[src/rtl/multiword_sub_if.sv]
// multiword_sub_if
//   Bundles the two valid/ready streams of multiword_sub.
//   Input side:  in_valid/in_ready with in_first, in_last, x, y and bin.
//   Output side: out_valid/out_ready with diff, out_last, bout, ovf and zero.
//   modport master : the side that drives operands and consumes results (testbench or upstream logic)
//   modport slave  : the subtractor itself
interface multiword_sub_if #(
    parameter int WIDTH = 8
);
    logic             in_valid;
    logic             in_ready;
    logic             in_first;
    logic             in_last;
    logic [WIDTH-1:0] x;
    logic [WIDTH-1:0] y;
    logic             bin;
    logic             out_valid;
    logic             out_ready;
    logic [WIDTH-1:0] diff;
    logic             out_last;
    logic             bout;
    logic             ovf;
    logic             zero;

    modport master (
        output in_valid, in_first, in_last, x, y, bin, out_ready,
        input  in_ready, out_valid, diff, out_last, bout, ovf, zero
    );

    modport slave (
        input  in_valid, in_first, in_last, x, y, bin, out_ready,
        output in_ready, out_valid, diff, out_last, bout, ovf, zero
    );
endinterface

[src/rtl/multiword_sub.sv]
// multiword_sub
//   Registered multi-precision subtractor.
//   Each accepted beat computes one WIDTH-bit word of x - y - borrow.
//   Words arrive least-significant first, and the borrow is carried from beat to beat within a packet.
//   On the last beat of a packet the block also reports:
//     - signed overflow of the whole operand, and
//     - whether every result word of the packet was zero.
// Ports
//   clk    : clock; all state updates on the rising edge
//   rst_n  : asynchronous reset, active low
//   bus    : multiword_sub_if.slave
//            input stream  (in_valid/in_ready, in_first, in_last, x, y, bin)
//            output stream (out_valid/out_ready, diff, out_last, bout, ovf, zero)
module multiword_sub #(
    parameter int WIDTH = 8
) (
    input  logic           clk,
    input  logic           rst_n,
    multiword_sub_if.slave bus
);

    typedef enum logic {
        IDLE  = 1'b0,
        CHAIN = 1'b1
    } state_t;

    // Signed overflow of x - y.
    // It can only occur when the operand signs differ.
    // It is flagged when the result sign also differs from the minuend's sign.
    function automatic logic sub_ovf(input logic x_msb, input logic y_msb, input logic d_msb);
        return (x_msb ^ y_msb) & (d_msb ^ x_msb);
    endfunction

    state_t           state_q;
    logic             borrow_q;
    logic             zacc_q;

    logic             vld_p1;
    logic [WIDTH-1:0] diff_p1;
    logic             bout_p1;
    logic             last_p1;
    logic             ovf_p1;
    logic             zero_p1;

    logic             accept_p0;
    logic             consume_p0;
    logic             first_p0;
    logic             b_p0;
    logic [WIDTH:0]   sub_p0;
    logic             zacc_p0;

    // ---- stage p0: handshake and combinational word subtraction ----
    assign bus.in_ready = ~vld_p1 | bus.out_ready;
    assign accept_p0    = bus.in_valid & bus.in_ready;
    assign consume_p0   = vld_p1 & bus.out_ready;

    // Outside a chain every beat starts a packet.
    // Inside a chain, in_first restarts the chain.
    assign first_p0 = (state_q == IDLE) | bus.in_first;
    assign b_p0     = first_p0 ? bus.bin : borrow_q;

    // The extra top bit of the widened difference is the borrow-out.
    assign sub_p0  = {1'b0, bus.x} - {1'b0, bus.y} - {{WIDTH{1'b0}}, b_p0};
    assign zacc_p0 = (first_p0 | zacc_q) & (sub_p0[WIDTH-1:0] == '0);

    // ---- stage p1: result register and chain state ----
    always_ff @(posedge clk or negedge rst_n) begin
        if (!rst_n) begin
            state_q  <= IDLE;
            borrow_q <= 1'b0;
            zacc_q   <= 1'b1;
            vld_p1   <= 1'b0;
            diff_p1  <= '0;
            bout_p1  <= 1'b0;
            last_p1  <= 1'b0;
            ovf_p1   <= 1'b0;
            zero_p1  <= 1'b0;
        end else if (accept_p0) begin
            state_q  <= bus.in_last ? IDLE : CHAIN;
            borrow_q <= sub_p0[WIDTH];
            zacc_q   <= zacc_p0;
            vld_p1   <= 1'b1;
            diff_p1  <= sub_p0[WIDTH-1:0];
            bout_p1  <= sub_p0[WIDTH];
            last_p1  <= bus.in_last;
            ovf_p1   <= bus.in_last & sub_ovf(bus.x[WIDTH-1], bus.y[WIDTH-1], sub_p0[WIDTH-1]);
            zero_p1  <= bus.in_last & zacc_p0;
        end else if (consume_p0) begin
            vld_p1   <= 1'b0;
        end
    end

    assign bus.out_valid = vld_p1;
    assign bus.diff      = diff_p1;
    assign bus.bout      = bout_p1;
    assign bus.out_last  = last_p1;
    assign bus.ovf       = ovf_p1;
    assign bus.zero      = zero_p1;

endmodule
[src/flat_wrapper.sv]
// flat-port wrapper written by rule: the top's interface ports become plain ports
module multiword_sub_flat 
#(
    parameter int WIDTH = 8
)
  (clk, rst_n, bus_in_valid, bus_in_first, bus_in_last, bus_x, bus_y, bus_bin, bus_out_ready, bus_in_ready, bus_out_valid, bus_diff, bus_out_last, bus_bout, bus_ovf, bus_zero);
  multiword_sub_if #(.WIDTH(WIDTH)) bus_i ();
  input  logic clk;
  input  logic rst_n;
  input wire logic [$bits(bus_i.in_valid)-1:0] bus_in_valid;
  input wire logic [$bits(bus_i.in_first)-1:0] bus_in_first;
  input wire logic [$bits(bus_i.in_last)-1:0] bus_in_last;
  input wire logic [$bits(bus_i.x)-1:0] bus_x;
  input wire logic [$bits(bus_i.y)-1:0] bus_y;
  input wire logic [$bits(bus_i.bin)-1:0] bus_bin;
  input wire logic [$bits(bus_i.out_ready)-1:0] bus_out_ready;
  output wire logic [$bits(bus_i.in_ready)-1:0] bus_in_ready;
  output wire logic [$bits(bus_i.out_valid)-1:0] bus_out_valid;
  output wire logic [$bits(bus_i.diff)-1:0] bus_diff;
  output wire logic [$bits(bus_i.out_last)-1:0] bus_out_last;
  output wire logic [$bits(bus_i.bout)-1:0] bus_bout;
  output wire logic [$bits(bus_i.ovf)-1:0] bus_ovf;
  output wire logic [$bits(bus_i.zero)-1:0] bus_zero;
  assign bus_i.in_valid = bus_in_valid;
  assign bus_i.in_first = bus_in_first;
  assign bus_i.in_last = bus_in_last;
  assign bus_i.x = bus_x;
  assign bus_i.y = bus_y;
  assign bus_i.bin = bus_bin;
  assign bus_i.out_ready = bus_out_ready;
  assign bus_in_ready = bus_i.in_ready;
  assign bus_out_valid = bus_i.out_valid;
  assign bus_diff = bus_i.diff;
  assign bus_out_last = bus_i.out_last;
  assign bus_bout = bus_i.bout;
  assign bus_ovf = bus_i.ovf;
  assign bus_zero = bus_i.zero;
  multiword_sub #(.WIDTH(WIDTH)) u_core (.clk(clk), .rst_n(rst_n), .bus(bus_i));
endmodule
[config.mk]
export PLATFORM = sky130hd
export DESIGN_NAME = multiword_sub_flat
export DESIGN_NICKNAME = d
export VERILOG_FILES = /design/src/rtl/multiword_sub_if.sv /design/src/rtl/multiword_sub.sv /design/src/flat_wrapper.sv
export SDC_FILE = /design/constraint.sdc
export NUM_CORES = 1
export LEC_CHECK = 0
export ABC_AREA = 1
export CAP_MARGIN = 20
export CORE_MARGIN = 5
export CORE_UTILIZATION = 48
export CTS_BUF_LIST = sky130_fd_sc_hd__clkbuf_8
export CTS_CLUSTER_SIZE = 40
export DETAILED_ROUTE_END_ITERATION = 12
export PLACE_DENSITY = 0.83
export SKIP_CTS_REPAIR_TIMING = 1
export SLEW_MARGIN = 20
export SYNTH_ARGS = -nofsm -noshare
export SYNTH_HDL_FRONTEND = slang
export SYNTH_SLANG_ARGS = --single-unit
[constraint.sdc]
create_clock -name clk -period 2.4 [get_ports clk]
set_clock_uncertainty 0.1 [all_clocks]
set_input_delay 0.6 -clock clk [delete_from_list [all_inputs] [get_ports clk]]
set_output_delay 0.6 -clock clk [all_outputs]
set_load 0.05 [all_outputs]
**Yosys cells after proc, flatten, opt, wreduce, memory -nomap -nowiden**

Index checks and enable logic that the tools add are counted.

- Register bits: 15
- Latch bits: 0
- RAM bits: 0
- Memory bits (read-only): 0
- Input port bits: 23
- Output and inout bits: 14
- Logic and storage cells: 29
- Memories: 0

- $add $sub $neg: 2
- Multipliers: 0
- Divide/modulo/power cells: 0
- $lt $le $gt $ge: 0
- Equality and inequality tests: 0
- Shift operators: 0
- Muxes and demuxes: 4
- Bitwise logic cells: 13
- Reduce and logical (&&, ||, !) cells: 2

Operator list:

| cell | count |
|---|---|
| $sub 8x8->9 | 1 |
| $sub 9x1->9 | 1 |
| $logic_not 8->1 | 1 |
| $and 1x1->1 | 6 |
| $mux 1 | 4 |
| $or 1x1->1 | 3 |
| $not 1->1 | 2 |
| $reduce_bool 2->1 | 1 |
| $xor 1x1->1 | 2 |

**Longest topological paths before layout**

- Word-level depth: 7
- Gate-level depth with buffers: 17
- Gate-level depth less buffers: 17

**Worst setup path after synthesis**

Ideal clock, no wire load.

- Path type: input-to-reg
- Start: input bus_in_first
- End: register u_core.ovf_p1, in the netlist u_core.bus.ovf
- Library setup time: 118 ps
- Arrival: 2217 ps
- Required time: 2182 ps
- Slack: -35 ps
- Stages: 13
- Path buffers: 0
- Path through: nor2_1 nor2_1 a21oi_1 fa_1 ha_1 o21ai_4 nand2_2 nand2_1 nand3_1 nand2_2 nand2_1 nand4_1 nand2_1

- Word-level cells in the longest chain between the ends: 6

Ends and longest elaborated chain:

| what | line | text |
|---|---|---|
| start: declaration | flat_wrapper.sv:11 | `input wire logic [$bits(bus_i.in_first)-1:0] bus_in_first;` |
| $or 1x1->1 | multiword_sub.sv:59 | `assign first_p0 = (state_q == IDLE) \| bus.in_first;` |
| $mux 1 | multiword_sub.sv:60 | `assign b_p0 = first_p0 ? bus.bin : borrow_q;` |
| $sub 9x1->9 | multiword_sub.sv:63 | `assign sub_p0 = {1'b0, bus.x} - {1'b0, bus.y} - {{WIDTH{1'b0}}, b_p0};` |
| $xor 1x1->1 | multiword_sub.sv:31 | `return (x_msb ^ y_msb) & (d_msb ^ x_msb);` |
| $and 1x1->1 | multiword_sub.sv:31 |  |
| $and 1x1->1 | multiword_sub.sv:86 | `ovf_p1 <= bus.in_last & sub_ovf(bus.x[WIDTH-1], bus.y[WIDTH-1], sub_p0[WIDTH-1]);` |
| end signal: assignment | multiword_sub.sv:86 |  |
| end: declaration | multiword_sub.sv:42 | `logic ovf_p1;` |

No other way between the ends.
A chain may end at the register's enable or synchronous reset.

**Final worst setup path**

- Start: input bus_in_first
- End: register u_core.zacc_q

- Word-level cells in the longest chain between the ends: 5
- Elaborated cells between the ends (all ways): 6
- Classes of those cells: add/sub: 1; mux: 1; bitwise: 3; reduce/logical: 1

Ends and longest elaborated chain:

| what | line | text |
|---|---|---|
| $or 1x1->1 (*) | multiword_sub.sv:59 |  |
| $mux 1 | multiword_sub.sv:60 |  |
| $sub 9x1->9 | multiword_sub.sv:63 |  |
| $logic_not 8->1 | multiword_sub.sv:64 | `assign zacc_p0 = (first_p0 \| zacc_q) & (sub_p0[WIDTH-1:0] == '0);` |
| $and 1x1->1 (*) | multiword_sub.sv:64 |  |
| end signal: assignment | multiword_sub.sv:81 | `zacc_q <= zacc_p0;` |
| end: declaration | multiword_sub.sv:36 | `logic zacc_q;` |

Mark *: on every way between the ends. The rest lies on a longest branch, timed or not.

==> PnR_summary.wiki <==
{| class="wikitable"
! Metric !! Value
|-
| Result of the run || finished with violations
|-
| Violations in the final reports || setup timing
|-
| Number of top-level pins || 37
|-
| Worst-path fanout max || 3
|-
| Most area-consuming cells after synthesis || dfrtp_1 (29%), nand2_1 (15%), ha_1 (14%)
|-
| Setup repair after global routing missed its margin || true
|-
| Remaining routing DRC violations || 0
|-
| Initial antenna violation count || 0
|-
| Violation count after the first detailed-route iteration || 49
|-
| Count of state elements after synthesis || 15
|-
| Count of buffers from port buffering || 36
|-
| Power Dens Cells || 664 mW/mm²
|-
| Setup crit start kind || input pin
|-
| Number of buffers on the longest clock path || 2
|-
| Area fraction in compound gates after synthesis || 0.0919
|-
| TritonCTS sink count || 15
|-
| Synth top cells by count || nand2_1 (47), inv_1 (35), dfrtp_1 (14), ha_1 (14), nand3_1 (8)
|-
| Total GRT Usage || 0.177
|-
| Max-cap violation count || 0
|-
| Simple-Gate Fraction of Synth Area || 0.290
|-
| Sum of negative setup slack || -144 ps
|-
| Number of fill cells in the layout || 162
|-
| Share of the synthesized area in the top cell type || 0.289
|-
| Avg WL per Cell || 13.3 µm
|-
| Antenna-violating nets left || 0
|-
| Worst reg2reg endpoint || u_core.zacc_q
|-
| Root Driver || clkbuf_8
|-
| Seq. cell area || 377 µm²
|-
| Multiplexer area fraction after synthesis || 0
|-
| Post-DP HPWL || 2450 µm
|-
| Total of warnings raised by yosys || 0
|-
| Multi-input gate area in the final layout || 805 µm²
|-
| Share of synthesized cell area in full adder, half adder and majority cells || 0.178
|-
| Data required time of the critical path || 2490 ps
|-
| Width of the die || 60.2 µm
|-
| Cell row count || 18
|-
| Netlist area before placement || 0.00121 mm²
|-
| Max-Slew Margin vs Limit || 0.551
|-
| DIE AREA || 0.00363 mm²
|-
| Dominant combinational cell family by area after synthesis || simple AND/OR/NAND/NOR gates
|-
| # setup viols final || 3
|-
| Fraction of the cycle the final worst path needs || 1.03
|-
| Commonest register cell after synthesis || dfrtp_1
|-
| Placed cell areas || 0.00172 mm²
|-
| Area delta synth->final || 56.2%
|-
| Final hold violations || 0
|-
| Share of synthesized area occupied by flip-flops and latches || 0.311
|-
| CP Capture Type || register
|-
| Distinct cell type count of the synthesized netlist || 24
|-
| Clock-pin slew of the registers on the worst-case setup and hold paths || 60 ps
|-
| Peak supply drop || 0.000764 V
|-
| Post-synth top area cell || dfrtp_1
|-
| Syn_nets || 205
|-
| Vert. Die Dim || 60.2 µm
|-
| First-pass detailed-route iteration total || 4
|-
| Final weighted congestion in routability-driven placement || 0.887
|-
| Total wirelength of the detailed-routed design || 3320 µm
|-
| DR vias/cell || 5.12
|-
| Ant. Diodes || 0
|-
| Nets@finish || 260
|-
| Startpoint of the most critical setup path || bus_in_first
|-
| Number of max-slew violations in the final report || 0
|-
| TritonCTS clock tree || built
|-
| Leakage power || 0.000989 µW
|-
| Number of global-route vias before repair || 1212
|-
| Clock latency reported for the late side of the worst-skew pair || 250 ps
|-
| Vias || 1281
|-
| EDFF count, synth || 0
|-
| Class of the worst hold path || register to register
|-
| Worst Tran Pin Value || 672 ps
|-
| Clock buffers created by TritonCTS || 3
|-
| Wire length of the first global-routing pass || 4880 µm
|-
| Final std cell area, no fill || 0.00189 mm²
|-
| Share of final-layout standard cells stronger than drive strength 1 || 0.264
|-
| Number of instances in the synthesized netlist || 166
|-
| Final Total Pwr || 1260 µW
|-
| Sum of overflow across all layers after global routing || 0
|-
| Flop-to-flop setup slack || -60 ps
|-
| WS Path Type || input pin to register
|-
| Share of synthesized flip-flops with an asynchronous set or reset || 1.00
|-
| Most common cell in the netlist || nand2_1
|-
| # H-tree levels || 1
|-
| Worst path setup slack after routing || -74.5 ps
|-
| Initial Util || 0.493
|-
| Worst reg-to-reg path cell count || 14
|-
| Final Critical Period || 2470 ps
|-
| Post-placement worst setup slack || -695 ps
|-
| Mean cell area of the mapped netlist || 7.30 µm²
|-
| Data arrival time at the worst-slack endpoint || 2570 ps
|-
| Max Clock Freq || 404 MHz
|-
| Placeable core region || 0.00245 mm²
|-
| Largest net degree at the start of global routing || 19
|-
| Xor/xnor share of the synthesized area || 0.00723
|-
| Capturing element of the worst setup path || u_core.zacc_q
|-
| Worst r2r src || u_core.state_q
|}
cell families (layout without fill, tap and decap cells):
family                   count (synthesis)  count (layout)
adder cells (fa/ha/maj)                 16              16
XOR/XNOR                                 1               1
AND/OR/NAND/NOR                         78              78
flip-flops                              15              15
buffers and inverters                   39              93
AO/OA/AOI/OAI                           17              17
layout make-up:
type / instances / share of cell area
sequential: 15 / 0.199
inverter: 38 / 0.0754
multi-input combinational: 112 / 0.425
clock inverter: 1 / 0.00198
timing repair buffer: 51 / 0.257
clock buffer: 3 / 0.0218
tap: 30 / 0.0198
worst min-delay path by stage:
stage | cells after the start | start | endpoint | slack [ps]
final | 2 | u_core.zacc_q | u_core.zacc_q | 380
after global placement | 2 | u_core.zacc_q | u_core.zacc_q | 360
after detailed placement | 2 | u_core.zacc_q | u_core.zacc_q | 370
after floorplan | 0 | rst_n | u_core.borrow_q | 200
after global routing | 2 | u_core.zacc_q | u_core.zacc_q | 400
after CTS | 2 | u_core.zacc_q | u_core.zacc_q | 380
cells in the final DEF, fill, tap and decap left out, types with 2 or more instances in the layout:
cell type / instances
nand2_1: 45
inv_1: 31
clkdlybuf4s50_1: 31
buf_4: 15
dfrtp_1: 14
nand2_2: 9
inv_2: 8
nand3_1: 7
ha_1: 7
ha_4: 6
nor2_1: 4
o21ai_0: 4
nand4_1: 4
nor2_2: 3
a21oi_2: 3
nand3b_1: 3
clkbuf_8: 3
dlymetal6s2s_1: 3
nor2_4: 2
a31oi_1: 2
o21ai_1: 2
a21oi_1: 2
stage by stage:
stage,instances,utilization,hold WS (ps)
after CTS,249,0.721,378
after floorplan,166,-,204
after detailed placement,245,0.702,365
after global routing,250,0.771,400
after global placement,245,0.702,361
final,250,0.771,377
report_power, final:
part / total [µW] / leakage [µW] / internal, µW / switching (µW)
clock: 204 / 0.0000269 / 113 / 90.5
combinational: 728 / 0.000782 / 298 / 430
sequential: 324 / 0.000180 / 300 / 24.8
total: 1260 / 0.000989 / 710 / 546
worst max-delay path, cell delays in order:
cell and delay [ps]:
clkbuf_2 100, nor2_4 120, nor2_2 60, a21oi_2 150, fa_1 480, inv_2 90
ha_4 200, xnor2_2 180, nand2_1 80, nor2_1 100, nand3_1 100, nor2_2 130
nand4_1 90, nand2_1 80
sequential cells by signal, indices dropped and copies added, names as in the netlist:
register              cells
u_core.bus.diff           8
u_core.borrow_q           1
u_core.bus.out_last       1
u_core.bus.out_valid      1
u_core.bus.ovf            1
u_core.bus.zero           1
u_core.state_q            1
u_core.zacc_q             1
layer usage:
metal / global-route usage / up-vias / part of all wire
li1: - / 623 / -
met1: 0.198 / 592 / 0.39
met2: 0.312 / 60 / 0.52
met3: 0.0454 / 6 / 0.072
met4: 0.0759 / 0 / 0.019
met5: 0 / - / 0
(Power assumes the default switching activity.)
